`src/rtl/rop3_feeder.sv`:
```
// rop3_feeder
// Upstream stage of the ROP3 engine. Whole requests (P, S, D bitmaps plus an
// 8-bit mode) arrive over a valid/ready handshake and are buffered in a small
// FIFO. Each buffered request is then serialised onto the engine's single
// Bitmap bus as P, S, D over three consecutive cycles, with Mode held for the
// whole frame and phase carrying the engine's load-state code.
//
// Parameters:
//   N      bitmap width
//   DEPTH  FIFO entries (power of 2, >= 2)
//
// Ports:
//   clk, rst          clock, asynchronous active-high reset
//   hold              (only with ROP3_FEEDER_HOLD_EN) blocks new frames
//   req_valid/ready   request handshake; ready = FIFO not full
//   req_P/S/D, req_mode  request payload
//   Bitmap, Mode      registered serialised bitmap and frame mode
//   phase             registered phase code: 0 idle, 1 P, 2 S, 3 D
//   fifo_count        entries currently buffered
//
// Optional feature: define ROP3_FEEDER_HOLD_EN to add the hold input.

module rop3_feeder #(
  parameter int N     = 8,
  parameter int DEPTH = 4
) (
  input  logic                   clk,
  input  logic                   rst,
`ifdef ROP3_FEEDER_HOLD_EN
  input  logic                   hold,
`endif
  input  logic                   req_valid,
  output logic                   req_ready,
  input  logic [N-1:0]           req_P,
  input  logic [N-1:0]           req_S,
  input  logic [N-1:0]           req_D,
  input  logic [7:0]             req_mode,
  output logic [N-1:0]           Bitmap,
  output logic [7:0]             Mode,
  output logic [1:0]             phase,
  output logic [$clog2(DEPTH):0] fifo_count
);

  localparam int AW = $clog2(DEPTH);
  localparam int CW = AW + 1;
  localparam int EW = 3 * N + 8;

  // State encoding doubles as the phase code seen by the engine.
  typedef enum logic [1:0] {
    IDLE   = 2'd0,
    SEND_P = 2'd1,
    SEND_S = 2'd2,
    SEND_D = 2'd3
  } state_t;

  state_t          state_q, state_d;
  logic [EW-1:0]   mem_q [DEPTH];
  logic [EW-1:0]   entry_d;
  logic [EW-1:0]   frame_q, frame_d;
  logic [AW-1:0]   wr_ptr_q, wr_ptr_d;
  logic [AW-1:0]   rd_ptr_q, rd_ptr_d;
  logic [CW-1:0]   count_q, count_d;
  logic [N-1:0]    bitmap_q, bitmap_d;
  logic [7:0]      mode_q, mode_d;
  logic            hold_w;
  logic            push;
  logic            pop;
  logic            start;

`ifdef ROP3_FEEDER_HOLD_EN
  assign hold_w = hold;
`else
  assign hold_w = 1'b0;
`endif

  // Ready only depends on the registered count, so a pop in the same cycle
  // never lets a request slip into a full FIFO.
  assign req_ready  = (count_q < CW'(DEPTH));
  assign push       = req_valid && req_ready;
  assign entry_d    = {req_P, req_S, req_D, req_mode};

  assign Bitmap     = bitmap_q;
  assign Mode       = mode_q;
  assign phase      = state_q;
  assign fifo_count = count_q;

  // Next-state logic: a frame may only start from IDLE or straight after the
  // D cycle of the previous frame; starting a frame is what pops the FIFO.
  // Output registers are loaded from the state being entered, so Bitmap and
  // Mode line up with phase in the cycle after the transition edge.
  always_comb begin
    start    = (count_q != '0) && !hold_w;
    state_d  = state_q;
    pop      = 1'b0;
    case (state_q)
      IDLE:    if (start) begin
                 state_d = SEND_P;
                 pop     = 1'b1;
               end
      SEND_P:  state_d = SEND_S;
      SEND_S:  state_d = SEND_D;
      SEND_D:  if (start) begin
                 state_d = SEND_P;
                 pop     = 1'b1;
               end else begin
                 state_d = IDLE;
               end
      default: state_d = IDLE;
    endcase

    frame_d  = pop ? mem_q[rd_ptr_q] : frame_q;
    wr_ptr_d = push ? wr_ptr_q + AW'(1) : wr_ptr_q;
    rd_ptr_d = pop  ? rd_ptr_q + AW'(1) : rd_ptr_q;
    count_d  = count_q + CW'(push) - CW'(pop);

    bitmap_d = '0;
    mode_d   = '0;
    case (state_d)
      SEND_P:  begin
                 bitmap_d = frame_d[EW-1 -: N];
                 mode_d   = frame_d[7:0];
               end
      SEND_S:  begin
                 bitmap_d = frame_d[EW-1-N -: N];
                 mode_d   = frame_d[7:0];
               end
      SEND_D:  begin
                 bitmap_d = frame_d[EW-1-2*N -: N];
                 mode_d   = frame_d[7:0];
               end
      default: begin
                 bitmap_d = '0;
                 mode_d   = '0;
               end
    endcase
  end

  // All state, including the FIFO storage, is cleared by reset so that a
  // reset mid-frame drops both the partial frame and any buffered entries.
  always_ff @(posedge clk or posedge rst) begin
    if (rst) begin
      state_q  <= IDLE;
      frame_q  <= '0;
      wr_ptr_q <= '0;
      rd_ptr_q <= '0;
      count_q  <= '0;
      bitmap_q <= '0;
      mode_q   <= '0;
      for (int i = 0; i < DEPTH; i++) begin
        mem_q[i] <= '0;
      end
    end else begin
      state_q  <= state_d;
      frame_q  <= frame_d;
      wr_ptr_q <= wr_ptr_d;
      rd_ptr_q <= rd_ptr_d;
      count_q  <= count_d;
      bitmap_q <= bitmap_d;
      mode_q   <= mode_d;
      if (push) begin
        mem_q[wr_ptr_q] <= entry_d;
      end
    end
  end

endmodule

```
`config.mk`:
```
export PLATFORM = sky130hd
export DESIGN_NAME = rop3_feeder
export DESIGN_NICKNAME = d
export VERILOG_FILES = /design/src/rtl/rop3_feeder.sv
export SDC_FILE = /design/constraint.sdc
export NUM_CORES = 1
export LEC_CHECK = 0
export ABC_AREA = 1
export BUFFER_PORTS_ARGS = -buffer_cell sky130_fd_sc_hd__buf_2
export CAP_MARGIN = 20
export CORE_ASPECT_RATIO = 0.7
export CORE_MARGIN = 1.5
export CORE_UTILIZATION = 30
export DETAILED_ROUTE_END_ITERATION = 6
export PLACE_DENSITY = 0.52
export SYNTH_ARGS = -nofsm -noshare
export SYNTH_HDL_FRONTEND = slang
export SYNTH_SLANG_ARGS = --single-unit
```
`constraint.sdc`:
```
create_clock -name clk -period 11.6 [get_ports clk]
set_input_delay 1.16 -clock clk [delete_from_list [all_inputs] [get_ports clk]]
set_output_delay 1.16 -clock clk [all_outputs]
set_load 0.005 [all_outputs]
```
# After elaboration in Yosys (flattened, before gate mapping)
# Cells that the tools add are included.
# totals
input_bits	35
out_inout_bits	22
wordCells	47
ff_bits	185
# classes
addsub	4
n_eq_ne	6
n_reduce_logical	6
n_lt_le_gt_ge	4
bitwise	2
muxes	14
# ops
op	count
128-bit bitwise mux	1
32-bit 2-to-1 mux	4
32-bit binary-select mux with 2-bit select	1
32-bit demux with 2-bit select	1
8-bit case mux with 3 select lines	1
2-bit equality test (second input constant)	4
8-bit 2-to-1 mux	1
2-bit case mux with 4 select lines	1
3-bit greater-or-equal comparator (second input constant)	2
2-bit inverter with 3-bit output	2
2-bit by 1-bit adder with 2-bit output (second input constant)	2
2-bit by 1-bit equality test with 1-bit output (second input constant)	2
3-bit by 1-bit adder with 3-bit output	1
3-bit by 1-bit < comparator with 1-bit output (second input constant)	1
3-bit < comparator (second input constant)	1
1-bit 2-to-1 mux	3
3-bit nonzero test	1
3-bit OR reduction	1
3-bit by 1-bit subtractor with 3-bit output	1
1-bit logical AND	2
2-bit logical NOT	1
2-bit 2-to-1 mux	1
2-bit OR reduction	1

# Longest topological paths before layout
# depth
ltp_word	6
depth_mapped	11
mapped_depth_nobuf	9

# Worst setup path after synthesis
# Ideal clock, no wire load.
# synth_path
kind	input -> register
startpoint	input port req_valid
endpoint	register count_q[2] (netlist: fifo_count[2])
arrival_time_ns	2.255
required_time_ns	11.471
path_slack_ns	9.217
path_buffers	0
stages	6
setup_ns	0.129
path_cell_list	nand2_1 ha_1 inv_1 ha_1 fa_1 xor2_1
# synth_between
elab_chain_len	3
# synth_lines
element	line	text
start, declared	32	input logic req_valid,
1-bit logical AND	79	assign push = req_valid && req_ready;
3-bit by 1-bit adder with 3-bit output	114	count_d = count_q + CW'(push) - CW'(pop);
3-bit by 1-bit subtractor with 3-bit output	114	
named net count_d[2]	62	logic [CW-1:0] count_q, count_d;
end signal, assigned	157	count_q <= count_d;
end, declared	62	
# The timed path passes the listed nets, and every way through them passes these cells.
# A chain may end at the register's enable or synchronous reset.

# Final worst setup path
# layout_path
startpoint	register state_q[0] (netlist: phase[0])
endpoint	register count_q[2] (netlist: fifo_count[2])
# layout_between
elab_chain_len	4
word_cells_on_any_way	5
cone_classes	1 x add/sub; 1 x eq/ne; 1 x mux; 2 x reduce/logical
# layout_lines
element	line	text
start, declared	56	state_t state_q, state_d;
start signal, assigned	153	state_q <= state_d;
2-bit equality test / 2-bit logical NOT (equally long branches)	95	case (state_q)
2-bit OR reduction (no line) *	n/a	
1-bit 2-to-1 mux *	n/a	
3-bit by 1-bit subtractor with 3-bit output *	114	
named net count_d[2]	62	
# The timed path passes the listed nets; every way through them passes the cells marked *.

==> metrics.txt <==
PortBufs 56; CTS tree built; RSZ-0062 raised after global routing no; Max Freq 382.2 MHz; drt wl/cell 14.38 um; Critical Path, Cell by Cell inv_1 > ha_1 > a21oi_4 > buf_4 > ha_1 > inv_1 > ha_1 > fa_1 > xor2_1; clock latency reported for the late side of the worst-skew pair around 0.44 ns; via count 6196; Final Hold Vio Count 0; Worst Path Required 11.92 ns; Area Overhead vs Synth 12.90%; Post-Syn Area 8304 um^2; Tmin final approximately 2.6 ns; clk root buf clkbuf_16; initial core utilization about 30%; Bufs on Longest Clock Path 2; antenna viol nets, final 0; Final Net Count 1061; Slew Viols, Final 0; clk sinks 185; CTS resizes 0; CP delay by family, top adder cells; dpl hpwl 11480 um; largest net degree at the start of global routing ~100; slowest CP cell buf_4; Static Leak 0.004764 uW; synthesis-stage register bit count around 190; Most Frequent Cell on Critical Path ha_1; cells after synthesis between 900 and 1000; Num CTS Buffers 17; die outline area 28700 um^2; Total GRT Usage 15.02%; synth unique cells 21; worst path bufs/invs 3; Post-Route Setup TNS 0 ns; drt drc 0; gpl congestion roughly 0.73; Core Area around 27000 um^2; largest fanout on the critical path 42; MaxCap Viol Count 0; diodes inserted 0; Setup Viol. Count Final 0; Peak VDD IR about 0.14 mV; Die Width 201.9 um; # IOs 57; Std-Cell Rows 50; CP endpoint kind flop; outcome finished clean; Finished Layout Cells 1391; Vias/cell 4.454; drt first pass iters 5; DP Area 8752 um^2; final core utilization a little over a third; Cells after DPL roughly 1400; initial antenna violation count 0; CP max stage delay 0.44 ns; Tot Pwr slightly below 3000 uW; Worst Hold Class reg2reg; Synth Net Count around 1000; Least-Margin Pin Slew 0.9354 ns; pwr dens 317.4 nW/um^2; Seq/Total Area, Yosys 55.75%; global-route wire length before repair around 33000 um; YS warnings 0; final WL 20000 um; total grt overflow 0; hold-fix buffers at CTS 0; layout cells sized above 1 11.00%; DR iter-0 viols around 460; fin crit share 22.56%; Design Area, Final 9375 um^2; startpoint type of the worst setup path flop; critical path data arrival time 2.94 ns; clock slew at reported path FFs 0.07 ns; Fin Clk Skew 0.007188 ns; # H-tree levels 4; Relative slew margins 37.64%; Die H 142.2 um; most frequent cells in the layout nand2_1 (311), dfrtp_1 (184), o21ai_0 (148), inv_1 (99), nand3_1 (69); Syn Area/Cell between 8 and 9 um^2; commonest non-fill, non-tap cell in the layout nand2_1; Setup Buffers After CTS 0; Setup CP Type reg2reg; vias in the first global route 5951
==> state kept, by name, summed over array words and instances, names as in the netlist <==
| register | flops |
|---|---|
| Bitmap | 8 |
| Mode | 8 |
| fifo_count | 3 |
| frame_q | 32 |
| mem_q | 128 |
| phase | 2 |
| rd_ptr_q | 2 |
| wr_ptr_q | 2 |
==> per-layer routing <==
layer | GRT usage (%) | share of wire (%) | up-vias
met3 | 3.205 | 3.9 | 12
met4 | 4.046 | 0.83 | 0
met2 | 21.56 | 41 | 110
met5 | 0 | 0 | -
met1 | 22.61 | 54 | 2943
li1 | - | - | 3131
==> area by class of cell <==
cell class	instances	area [um^2]
fill	2864	17590
sequential	185	4631
multi-input combinational	641	2927
clock buffer	17	425.4
tap	364	455.4
inverter	103	391.6
timing repair buffer	67	402.9
clock inverter	14	142.6
==> logic make-up after synthesis <==
group / after synthesis / synth area share (%)
fa+ha+maj: 11 / 1.748
flops: 185 / 55.75
compound gates: 162 / 10.14
simple gates: 464 / 22.93
buf+inv: 157 / 9.010
xor+xnor: 4 / 0.4220
==> power breakdown <==
part,leakage [uW],switching (uW),internal [uW]
combinational,0.00220,872,439
clock,0.000275,268,301
sequential,0.00229,135,961
==> worst register-to-register path, delay by kind of cell, from the launching register on <==
| family | cells | cell delay [ns] |
|---|---|---|
| adders and majority gates | 4 | 1.19 |
| xor gates and xnor gates | 1 | 0.17 |
| DFF | 1 | 0.42 |
| AOI/OAI and AO/OA | 1 | 0.14 |
| buffers and inverters | 3 | 0.59 |
==> synthesized netlist by cell type <==
cell type,n,area (um^2)
a21oi_4,1,16.27
and2_1,16,100.1
buf_2,25,125.1
buf_4,24,180.2
buf_6,5,56.30
dfrtp_1,185,4629
fa_1,1,20.02
ha_1,10,125.1
inv_1,100,375.4
inv_2,3,11.26
nand2_1,311,1167
nand2_2,6,37.54
nand3_1,69,345.3
nand3_2,1,10.01
nor2_1,59,221.5
nor2_4,2,22.52
o211ai_1,8,60.06
o21ai_0,148,740.7
o21ai_1,5,25.02
xnor2_1,1,8.760
xor2_1,3,26.28
==> path summary, 6_finish.rpt <==
path / start / endpoint / slack (ns) / depth (start not counted)
worst max register to register: phase[0] / fifo_count[2] / 8.98 / 9
min in group asynchronous: rst / Bitmap[0] / 0.93 / 2
worst min-delay path: mem_q[37] / mem_q[37] / 0.48 / 2
worst min register to register: mem_q[37] / mem_q[37] / 0.48 / 2
worst max-delay path: phase[0] / fifo_count[2] / 8.98 / 9
max in group asynchronous: rst / mem_q[29] / 9.40 / 4
==> metrics by stage <==
stage / setup WS [ns] / hold WS [ns]
final: 8.983 / 0.4812
after floorplan: 5.411 / 0.4478
after CTS: 8.871 / 0.4854
after global placement: 8.373 / 0.4610
after global routing: 8.794 / 0.5050
after detailed placement: 8.392 / 0.4677
(Power assumes the default switching activity.)
